===== src/rtl/hazard_fwd_ctrl_pkg.sv =====
// Shared encodings for the hazard/forwarding controller.
// Forward selects and controller state values.
package hazard_fwd_ctrl_pkg;

  localparam int GPR_ADR = 5;

  localparam logic [1:0] RSF_RSF = 2'b00;
  localparam logic [1:0] RSF_WBD = 2'b01;
  localparam logic [1:0] RSF_ALU = 2'b10;

  localparam logic [1:0] RTF_RTF = 2'b00;
  localparam logic [1:0] RTF_WBD = 2'b01;
  localparam logic [1:0] RTF_ALU = 2'b10;

  typedef enum logic [1:0] {
    HZ_RUN    = 2'd0,
    HZ_LSTALL = 2'd1,
    HZ_FLUSH  = 2'd2
  } hz_state_t;

endpackage


===== src/rtl/hz_slot_cmp.sv =====
// Slot-versus-operand hit comparator.
// Register 0 never produces a hit.
module hz_slot_cmp #(
  parameter int GPR_ADR = 5
) (
  input  logic               valid,
  input  logic               reg_write,
  input  logic [GPR_ADR-1:0] addr,
  input  logic [GPR_ADR-1:0] op_addr,
  input  logic               uses,
  output logic               hit
);

  assign hit = valid & reg_write & uses &
               (addr != '0) & (addr == op_addr);

endmodule


===== src/rtl/hazard_fwd_ctrl.sv =====
// Hazard and forwarding controller for the 5-stage pipeline.
// Shadows EX/MEM destinations; drives forward selects and stalls.
module hazard_fwd_ctrl #(
  parameter int GPR_ADR = 5,
  parameter int CNT_BIT = 16
) (
  input  logic               clk,
  input  logic               rst,
  input  logic               id_valid,
  input  logic [GPR_ADR-1:0] id_rs_addr,
  input  logic [GPR_ADR-1:0] id_rt_addr,
  input  logic               id_uses_rs,
  input  logic               id_uses_rt,
  input  logic               id_reg_write,
  input  logic               id_mem_to_reg,
  input  logic [GPR_ADR-1:0] id_write_reg_addr,
  input  logic               branch_taken,
  input  logic               mem_busy,
  output logic [1:0]         rs_forward,
  output logic [1:0]         rt_forward,
  output logic               cen_front,
  output logic               cen_ex,
  output logic               bubble,
  output logic               flush_if_id,
  output logic [CNT_BIT-1:0] stall_count
);
  import hazard_fwd_ctrl_pkg::*;

  typedef struct packed {
    logic               valid;
    logic [GPR_ADR-1:0] addr;
    logic               reg_write;
    logic               mem_to_reg;
  } ex_slot_t;

  typedef struct packed {
    logic               valid;
    logic [GPR_ADR-1:0] addr;
    logic               reg_write;
  } mem_slot_t;

  ex_slot_t  ex_slot;
  mem_slot_t mem_slot;
  hz_state_t state;
  hz_state_t state_nxt;

  logic ex_rs_hit;
  logic ex_rt_hit;
  logic mem_rs_hit;
  logic mem_rt_hit;
  logic load_use;
  logic [1:0] rs_sel;
  logic [1:0] rt_sel;

  hz_slot_cmp #(.GPR_ADR(GPR_ADR)) u_ex_rs (
    .valid(ex_slot.valid), .reg_write(ex_slot.reg_write),
    .addr(ex_slot.addr), .op_addr(id_rs_addr),
    .uses(id_uses_rs), .hit(ex_rs_hit)
  );

  hz_slot_cmp #(.GPR_ADR(GPR_ADR)) u_ex_rt (
    .valid(ex_slot.valid), .reg_write(ex_slot.reg_write),
    .addr(ex_slot.addr), .op_addr(id_rt_addr),
    .uses(id_uses_rt), .hit(ex_rt_hit)
  );

  hz_slot_cmp #(.GPR_ADR(GPR_ADR)) u_mem_rs (
    .valid(mem_slot.valid), .reg_write(mem_slot.reg_write),
    .addr(mem_slot.addr), .op_addr(id_rs_addr),
    .uses(id_uses_rs), .hit(mem_rs_hit)
  );

  hz_slot_cmp #(.GPR_ADR(GPR_ADR)) u_mem_rt (
    .valid(mem_slot.valid), .reg_write(mem_slot.reg_write),
    .addr(mem_slot.addr), .op_addr(id_rt_addr),
    .uses(id_uses_rt), .hit(mem_rt_hit)
  );

  assign load_use = ex_slot.mem_to_reg & (ex_rs_hit | ex_rt_hit);

  // Youngest producer (EX) wins over MEM.
  always_comb begin
    rs_sel = RSF_RSF;
    if (ex_rs_hit & ~ex_slot.mem_to_reg) rs_sel = RSF_ALU;
    else if (mem_rs_hit)                 rs_sel = RSF_WBD;
  end

  always_comb begin
    rt_sel = RTF_RTF;
    if (ex_rt_hit & ~ex_slot.mem_to_reg) rt_sel = RTF_ALU;
    else if (mem_rt_hit)                 rt_sel = RTF_WBD;
  end

  always_comb begin
    cen_front   = 1'b1;
    cen_ex      = 1'b1;
    bubble      = 1'b0;
    flush_if_id = 1'b0;
    state_nxt   = HZ_RUN;
    if (mem_busy) begin
      cen_front = 1'b0;
      cen_ex    = 1'b0;
      state_nxt = state;
    end else begin
      unique case (state)
        HZ_FLUSH: bubble = 1'b1;
        default: begin
          if (branch_taken) begin
            flush_if_id = 1'b1;
            bubble      = 1'b1;
            state_nxt   = HZ_FLUSH;
          end else if (load_use) begin
            cen_front = 1'b0;
            bubble    = 1'b1;
            state_nxt = HZ_LSTALL;
          end
        end
      endcase
    end
  end

  assign rs_forward = (cen_ex & ~bubble) ? rs_sel : RSF_RSF;
  assign rt_forward = (cen_ex & ~bubble) ? rt_sel : RTF_RTF;

  always_ff @(posedge clk) begin
    if (rst) begin
      state    <= HZ_RUN;
      ex_slot  <= '0;
      mem_slot <= '0;
    end else begin
      state <= state_nxt;
      if (cen_ex) begin
        mem_slot <= '{ex_slot.valid, ex_slot.addr,
                      ex_slot.reg_write};
        if (bubble | ~id_valid)
          ex_slot <= '0;
        else
          ex_slot <= '{1'b1, id_write_reg_addr,
                       id_reg_write, id_mem_to_reg};
      end
    end
  end

  always_ff @(posedge clk) begin
    if (rst)
      stall_count <= '0;
    else if ((mem_busy | bubble | ~cen_front) & ~&stall_count)
      stall_count <= stall_count + 1'b1;
  end

endmodule


===== config.mk =====
export PLATFORM = sky130hd
export DESIGN_NAME = hazard_fwd_ctrl
export DESIGN_NICKNAME = d
export VERILOG_FILES = /design/src/rtl/hazard_fwd_ctrl_pkg.sv /design/src/rtl/hz_slot_cmp.sv /design/src/rtl/hazard_fwd_ctrl.sv
export SDC_FILE = /design/constraint.sdc
export NUM_CORES = 1
export LEC_CHECK = 0
export BUFFER_PORTS_ARGS = -buffer_cell sky130_fd_sc_hd__buf_2
export CAP_MARGIN = 10
export CORE_MARGIN = 1
export CORE_UTILIZATION = 55
export CTS_BUF_LIST = sky130_fd_sc_hd__clkbuf_8 sky130_fd_sc_hd__clkbuf_16
export CTS_CLUSTER_SIZE = 30
export DETAILED_ROUTE_END_ITERATION = 10
export PLACE_DENSITY = 0.84
export RECOVER_POWER = 100
export SETUP_SLACK_MARGIN = 0.5
export SYNTH_ARGS = -nofsm -noshare
export SYNTH_HDL_FRONTEND = slang
export SYNTH_SLANG_ARGS = --single-unit

===== constraint.sdc =====
create_clock -name clk -period 2.9 [get_ports clk]
set_input_delay 0.29 -clock clk [delete_from_list [all_inputs] [get_ports clk]]
set_output_delay 0.29 -clock clk [all_outputs]
set_load 0.03 [all_outputs]

==> results of run 1 <==
==> power by group <==
part | internal (W) | switching (W) | leakage [nW]
Clock | 0.000162 | 0.000155 | 0.0491
Sequential | 0.000464 | 0.0000126 | 0.269
Combinational | 0.0000442 | 0.0000694 | 0.548
==> worst max-delay path, stage by stage, from the launching register on <==
cell and delay, ps:
dfxtp_1 370, xor2_1 180, nor4_1 330, and3_1 290
o21bai_4 130, clkbuf_1 150, a21oi_1 140, clkbuf_1 330
==> layer usage <==
metal / wire [µm] / global-route usage, %
met5: 0 / 0
met4: 71 / 9.52
met3: 167 / 6.15
met2: 1780 / 40.9
met1: 1820 / 31.2
==> kinds of logic after synthesis <==
family,share of synthesized area [%]
adder cells (fa/ha/maj),0.713
flip-flops,37.7
buffers and inverters,3.07
multiplexers,6.49
AND/OR/NAND/NOR,24.2
XOR/XNOR,14.0
AO/OA/AOI/OAI,13.9
==> layout make-up <==
type / instances / area [µm²]
sequential: 33 / 664
clock buffer: 5 / 68.8
inverter: 4 / 15.0
fill: 266 / 941
timing repair buffer: 52 / 231
multi-input combinational: 157 / 1040
tap: 44 / 55.1
clock inverter: 3 / 13.8
==> worst paths after layout <==
kind                        startpoint          end  slack (ps)  depth (start not counted)
setup reg to reg            ex_slot[2]   ex_slot[3]         430                          9
hold reg to reg            mem_slot[0]  mem_slot[0]         510                          2
setup / recovery            ex_slot[2]       bubble         410                          7
hold / removal    id_write_reg_addr[4]   ex_slot[6]         220                          2
==> through the flow <==
step | util, % | total power [W] | instance area (µm²) | setup WS (ps) | std cells
global placement | 66.5 | 0.000597 | 2010 | 621 | 286
finish | 68.9 | 0.000907 | 2090 | 407 | 298
detailed placement | 66.5 | 0.000600 | 2010 | 574 | 286
floorplan | - | 0.000559 | 1750 | 430 | 204
global route | 68.9 | 0.000953 | 2090 | 291 | 298
CTS | 70.0 | 0.000917 | 2120 | 590 | 297
==> placed cells by master, fill, tap and decap left out, types with 6 or more instances in the layout <==
cell type  count
clkbuf_1      27
mux2i_1        8
dfxtp_1       30
a22o_1         7
xor2_1        16
a21oi_1       14
xnor2_1       12
buf_2         23
nand3_1       12
nand2_1        6
nand4_1       10
nor2_1        32
==> repair_timing <==
item / in CTS / in global routing
setup endpoints to repair: 2 / 3
setup buffers: 3 / 1
pin swaps: 1 / 1
endpoints found under the hold margin: 0 / 0
gates resized for setup: 0 / 5
==> registers in the layout, indices dropped and copies added, names as in the netlist <==
name	cells
state	2
mem_slot	7
stall_count	16
ex_slot	8
==> flow_summary.toml, run 1 <==
[logic_synthesis]
synth.top_cell.area_share_pct = 37.7
synth_ff_type = "dfxtp_1"
synth_nets = 229
ys_seq_area_share_pct = 37.7
syn_area_mm2 = 0.00175
ys_types = 35
synth_edf_count = 0
async_reset_ff_share_pct = 0
synth_area_leaders = "dfxtp_1 38%, xor2_1 8.0%, nor2_1 6.8%"
synth-seq-cells = 33
yosys_warnings = 0
synth_top_area_cell = "dfxtp_1"
postSynthCellCount = 204
yosysMostFrequentCell = "dfxtp_1"
syn_area_per_cell_um2 = 8.60
ys_top_cells_by_count = "33 x dfxtp_1, 32 x nor2_1, 16 x xor2_1"

[routing]
ant_nets = 0
drc = 0
drt-wirelength-per-cell_um = 12.9
vias = 1621
via_per_inst = 5.44
routed_wl_mm = 3.85
dr.pass1.iters = 4
drtIter0Drc = 65

[worst_setup_path]
end_kind = "output pin"
startpoint_type = "register"
cp_data_arrival_time_ps = 2200
worstPathMaxFanout = 6
worst-setup-path-type = "register to output pin"
worstPathRequired_ps = 2610

[timing]
finalSetupViolCount = 0
fin_worst_skew_ps = 8.16
layout_worst_path_cycle_share_pct = 86.0
hold_viol_final = 0
relSlewSlack_pct = 48.5
hold_slack_ps = 222
period_needed_ps = 2490
finalSetupTns_ps = 0
max_slew.worst_pin.slew_ps = 772
grt_setup_unrepaired = "no"
clock.fmax_mhz = 401
slew_violations = 0

[global_routing]
grt_max_degree = 34
grt_usage_pct = 24.7
grt_pass1_vias = 1463
grt_pass1_wl_mm = 6.39
antenna_found_initial = 0
gr-total-overflow = 0

[cts]
ctsLongestPathBuffers = 2
h-tree-depth = 2
clock_latency_ps = 280
cts_sinks = 33
cts_tree = "built"
cts_hold_repair.buffers = 0
cts.clk_slew.worst_paths_ps = 70
cts_buffers = 5
root_buffer = "clkbuf_8"

[power_and_ir_drop]
power.density_mw_per_mm2 = 435
p_leak_nw = 0.866
ir_worst_vdd_mv = 0.364

[place]
portBuffers = 47
hpwl_mm = 2.80
place_congestion = 0.896

[floorplan]
die_area_mm2 = 0.00342
coreArea_mm2 = 0.00303
start_util_pct = 57.9
ios = 48
die_w_um = 58.5
num_rows = 20
die_h_um = 58.5

[hold_path]
hold_path_class = "input port to register"

[layout]
layout-drive-gt1-share_pct = 16.5
syn_to_final_growth_pct = 19.0
fin_nets = 278
n_antenna_cell = 0

[run]
cap_viol_max_count = 0

[outcome]
status = "complete, no violations"
No activity file was read; power rests on OpenSTA's default activity.
==> run 2, diff against run 1 <==
- CTS_BUF_LIST: sky130_fd_sc_hd__clkbuf_8 sky130_fd_sc_hd__clkbuf_16 -> unset
- SETUP_SLACK_MARGIN: 0.5 -> 0.15
==> flow_summary.toml, run 2 (synthesized netlist as in run 1, its figures left out) <==
[place]
hpwl_mm = 2.80
place_congestion = 0.896
place_ws_ps = 574
dp.cells = 286
portBuffers = 47

[layout]
mostFrequentLayoutCells = "33 x dfxtp_1, 32 x nor2_1, 24 x clkbuf_1, 24 x buf_2, 16 x xor2_1"
n_antenna_cell = 0
syn_to_final_growth_pct = 15.5
largest_reg_flops = 16
layout-drive-gt1-share_pct = 15.6
final_common_cell = "dfxtp_1"
final_cell_count_no_fill = 294
fin_nets = 274
top_regs = "stall_count: 16 flops, ex_slot: 8 flops, mem_slot: 7 flops"
top_register = "stall_count"

[cts]
clock_latency_ps = 340
cts_tree = "built"
post_cts_resized = 0
cts_buffers = 5
root_buffer = "clkbuf_4"
ctsLongestPathBuffers = 2
post_cts_buffers = 0
cts_hold_repair.buffers = 0
cts_sinks = 33
cts.clk_slew.worst_paths_ps = 100
h-tree-depth = 2

[floorplan]
ios = 48
die_w_um = 58.5
num_rows = 20
die_h_um = 58.5
coreArea_mm2 = 0.00303
die_area_mm2 = 0.00342
start_util_pct = 57.9

[worst_setup_path]
crit_buf_inv = 1
path_cells = "xor2_1 -> nor4_1 -> and3_1 -> o21bai_4 -> nand3_1 -> a211oi_1 -> clkbuf_1"
end_kind = "output pin"
worstPathMaxFanout = 15
startpoint_type = "register"
max_stage_delay_ps = 460
cp_data_arrival_time_ps = 2280
crit_family = "compound AO/OA/AOI/OAI gates"
r2r-start = "ex_slot[2]"
slowest_stage = "dfxtp_1"
reg2regPathDepth = 7
r2r-end = "stall_count[5]"
rrSetupSlack_ps = 450
worstPathRequired_ps = 2610
worst-setup-path-type = "register to output pin"

[timing]
finalSetupTns_ps = 0
clock.fmax_mhz = 389
final.setup.worst_slack_ps = 331
grt_setup_unrepaired = "no"
fin_worst_skew_ps = 10.3
hold_viol_final = 0
layout_worst_path_cycle_share_pct = 88.6
finalSetupViolCount = 0
max_slew.worst_pin.slew_ps = 771
slew_violations = 0
period_needed_ps = 2570
relSlewSlack_pct = 48.6

[outcome]
status = "complete, no violations"

[routing]
ant_nets = 0
vias = 1585
drc = 0
dr.pass1.iters = 4
drt-wirelength-per-cell_um = 12.7
via_per_inst = 5.39
drtIter0Drc = 58
routed_wl_mm = 3.73

[global_routing]
gr-total-overflow = 0
grt_pass1_wl_mm = 6.31
grt_pass1_vias = 1463
grt_max_degree = 34
grt_usage_pct = 24.3
antenna_found_initial = 0

[power_and_ir_drop]
p_leak_nw = 0.842
p_seq_share_pct = 57.5
ir_worst_vdd_mv = 0.304
power_frac_clock_pct = 29.0
p_sw_share_pct = 27.6
p_comb_share_pct = 13.4
power.switching_w = 0.000228
power.density_mw_per_mm2 = 408
intPower_w = 0.000599

[hold_path]
worstHoldEndpoint = "ex_slot[6]"
min_path_cells = 2
min_from = "id_write_reg_addr[4]"
hold_path_class = "input port to register"

[run]
cap_viol_max_count = 0
==> run 2: power groups by stage <==
stage / logic, W / registers [W] / clock network, W
final: 0.000111 / 0.000476 / 0.000240
after global routing: 0.000122 / 0.000478 / 0.000270
after CTS: 0.000115 / 0.000476 / 0.000246
after detailed placement: 0.000114 / 0.000486 / 0
after global placement: 0.000111 / 0.000485 / 0
after floorplan: 0.0000668 / 0.000492 / 0
==> run 2: worst max path at each step <==
stage	from	to	slack [ps]	cells after the start
finish	ex_slot[5]	rs_forward[0]	330	7
floorplan	ex_slot[4]	rs_forward[0]	430	7
global placement	id_rt_addr[0]	stall_count[5]	620	8
detailed placement	id_rt_addr[0]	stall_count[5]	570	8
CTS	ex_slot[5]	rs_forward[0]	410	7
global route	ex_slot[5]	rs_forward[0]	170	7
==> run 2: area by class of cell <==
cell class | instances | area [µm²]
tap | 44 | 55.1
clock inverter | 2 | 10.0
inverter | 4 | 15.0
sequential | 33 | 661
timing repair buffer | 48 | 214
fill | 273 | 1000
clock buffer | 6 | 41.3
multi-input combinational | 157 | 1030
==> run 2: layer usage <==
layer  part of all wire, %  up-vias  global-route usage (%)
met5                     0        -                       0
met4                   1.8        0                    9.86
met3                   4.3        8                    6.15
met2                    47       40                    40.4
met1                    47      724                    30.2
li1                      -      813                       -
==> run 2: per-stage QoR <==
stage                     area, µm²  hold slack, ps  power (W)  util, %
after floorplan                1750             416   0.000559        -
after global placement         2010             483   0.000597     66.5
after detailed placement       2010             488   0.000600     66.5
after CTS                      2060             159   0.000836     68.2
after global routing           2030             158   0.000870     66.9
final                          2030             167   0.000827     66.9
==> run 2: worst register-to-register path: cells and delay by family (launching register included) <==
| kind | cells | cell delay [ps] |
|---|---|---|
| AO/OA/AOI/OAI | 2 | 710 |
| XOR/XNOR | 1 | 180 |
| flip-flops | 1 | 380 |
| multiplexers | 1 | 330 |
| AND/OR/NAND/NOR | 3 | 750 |
==> run 3, diff against run 2 <==
- BUFFER_PORTS_ARGS: -buffer_cell sky130_fd_sc_hd__buf_2 -> -buffer_cell sky130_fd_sc_hd__buf_4
- SYNTH_HIERARCHICAL: unset -> 1
==> flow_summary.toml, run 3 <==
[outcome]
status = "complete, no violations"

[worst_setup_path]
r2r-start = "ex_slot[5]"
max_stage_delay_ps = 570
end_kind = "output pin"
cp_data_arrival_time_ps = 2410
worst-setup-path-type = "register to output pin"
startpoint_type = "register"
reg2regPathDepth = 9
worstPathRequired_ps = 2610
r2r-end = "stall_count[11]"
rrSetupSlack_ps = 270
slowest_stage = "or4_1"
worstPathMaxFanout = 5
path_cells = "or4_1 -> nor2_4 -> nor3_1 -> o21a_1 -> nor4_4 -> and3_4 -> buf_6"

[timing]
grt_setup_unrepaired = "no"
layout_worst_path_cycle_share_pct = 93.1
period_needed_ps = 2700
finalSetupViolCount = 0
relSlewSlack_pct = 20.0
hold_viol_final = 0
fin_worst_skew_ps = 9.47
max_slew.worst_pin.slew_ps = 1200
final.setup.worst_slack_ps = 199
finalSetupTns_ps = 0
clock.fmax_mhz = 370
slew_violations = 0

[routing]
routed_wl_mm = 4.25
via_per_inst = 5.79
drc = 0
dr.pass1.iters = 4
drt-wirelength-per-cell_um = 14.0
vias = 1755
drtIter0Drc = 58
ant_nets = 0

[logic_synthesis]
synth_nets = 235
synth_edf_count = 0
yosys_warnings = 6
async_reset_ff_share_pct = 0
synth.top_cell.area_share_pct = 36.4
ys_top_cells_by_count = "33 x dfxtp_1, 28 x nor2_1, 20 x xnor2_1"
synth_fa_ha_area_share_pct = 0.689
synth_area_leaders = "dfxtp_1 36%, xnor2_1 9.6%, nor2_1 5.8%"
synth-simple-area-share_pct = 30.4
synth_top_family_by_area = "simple AND/OR/NAND/NOR gates"
synthMuxAreaShare_pct = 6.96
yosysMostFrequentCell = "dfxtp_1"
ys_types = 36
ys_seq_area_share_pct = 36.4
syn_area_mm2 = 0.00182
synth_compound_area_share_pct = 12.5
synth_top_area_cell = "dfxtp_1"
synth-seq-cells = 33
postSynthCellCount = 210
syn_area_per_cell_um2 = 8.65
synth_ff_type = "dfxtp_1"
synth_xor_xnor_area_share_pct = 9.64

[layout]
top_regs = "stall_count: 16 flops, ex_slot: 8 flops, mem_slot: 7 flops"
layout-drive-gt1-share_pct = 20.1
syn_to_final_growth_pct = 24.0
n_antenna_cell = 0
final_common_cell = "dfxtp_1"
fin_nets = 283
top_register = "stall_count"
final_cell_count_no_fill = 303
mostFrequentLayoutCells = "32 x dfxtp_1, 28 x buf_4, 27 x nor2_1"
largest_reg_flops = 16

[hold_path]
worstHoldEndpoint = "ex_slot[3]"
min_path_cells = 3
min_from = "id_write_reg_addr[1]"
hold_path_class = "input port to register"

[cts]
cts_buffers = 5
ctsLongestPathBuffers = 2
cts.clk_slew.worst_paths_ps = 100
root_buffer = "clkbuf_4"
cts_tree = "built"
clock_latency_ps = 340
cts_sinks = 33
cts_hold_repair.buffers = 0
h-tree-depth = 2

[floorplan]
coreArea_mm2 = 0.00310
start_util_pct = 58.5
die_h_um = 59.5
ios = 48
die_area_mm2 = 0.00354
die_w_um = 59.5
num_rows = 20

[global_routing]
grt_usage_pct = 26.6
gr-total-overflow = 0
grt_pass1_vias = 1570
grt_max_degree = 39
antenna_found_initial = 0
grt_pass1_wl_mm = 7.04

[place]
dp.cells = 292
place_ws_ps = 476
portBuffers = 47
hpwl_mm = 2.99
place_congestion = 0.845

[power_and_ir_drop]
ir_worst_vdd_mv = 0.414
p_leak_nw = 0.792
power.density_mw_per_mm2 = 427

[run]
cap_viol_max_count = 0
-- run 3: cell types whose count changed after synthesis, sizes merged, moves of 4 or more --
cell / delta
a22o: -7
a32oi: +7
xnor2: +8
or4: +13
o31ai: +8
nand3: -5
xor2: -16
nor2: -4
-- run 3: worst max-delay path: cells and delay by family (launching register included) --
kind	cells	cell delay, ps
AND/OR/NAND/NOR	5	1360
buffers and inverters	1	120
flip-flops	1	360
AO/OA/AOI/OAI	1	220
-- run 3: report_power, final --
group / switching [W] / internal, W / leakage [nW]
Sequential: 0.0000110 / 0.000461 / 0.268
Clock: 0.000155 / 0.000206 / 0.0455
Combinational: 0.0000700 / 0.0000582 / 0.479
-- run 3: cell families (layout without fill, tap and decap cells) --
family	count (synthesis)	in the layout
multiplexers	12	12
AO/OA/AOI/OAI	34	34
buffers and inverters	15	64
flip-flops	33	33
XOR/XNOR	20	20
AND/OR/NAND/NOR	95	95
adder cells (fa/ha/maj)	1	1
-- run 3: layout make-up --
cell class,count,area [µm²]
multi-input cells,162,1110
fillers,281,851
flip-flops and latches,33,664
repair buffers,53,323
clock buffers,7,55.1
well taps,44,55.1
clock inverters,1,30.0
inverters,3,11.3
-- run 3: layer usage --
| layer | track usage [%] | part of all wire, % | up-vias | wire length, µm |
|---|---|---|---|---|
| li1 | - | - | 879 | - |
| met1 | 33.3 | 46 | 832 | 1940 |
| met2 | 44.0 | 48 | 39 | 2060 |
| met3 | 6.33 | 4.5 | 5 | 192 |
| met4 | 10.2 | 1.3 | 0 | 54 |
| met5 | 0 | 0 | - | 0 |
-- run 3: through the flow --
step           cell area [µm²]  power (W)  hold WS [ps]  utilization, %
2_1_floorplan             1820   0.000560           453               -
3_3_place_gp              2200   0.000612           462            71.0
3_5_place_dp              2200   0.000613           484            71.0
4_1_cts                   2290   0.000972           213            73.8
5_1_grt                   2250    0.00101           233            72.6
6_report                  2250   0.000962           221            72.6
-- run 3: worst max-delay path by stage --
stage | start | to | slack, ps | depth (start not counted)
6_report | ex_slot[5] | rt_forward[0] | 200 | 7
4_1_cts | ex_slot[2] | rt_forward[0] | 210 | 7
2_1_floorplan | ex_slot[2] | rs_forward[0] | 280 | 8
5_1_grt | ex_slot[5] | rt_forward[1] | 80 | 7
3_5_place_dp | ex_slot[2] | stall_count[7] | 480 | 8
3_3_place_gp | ex_slot[2] | stall_count[11] | 560 | 8
-- run 3: repair_timing --
action,CTS,global route
setup buffers,0,3
endpoints found under the setup margin,0,4
resized for setup,0,13
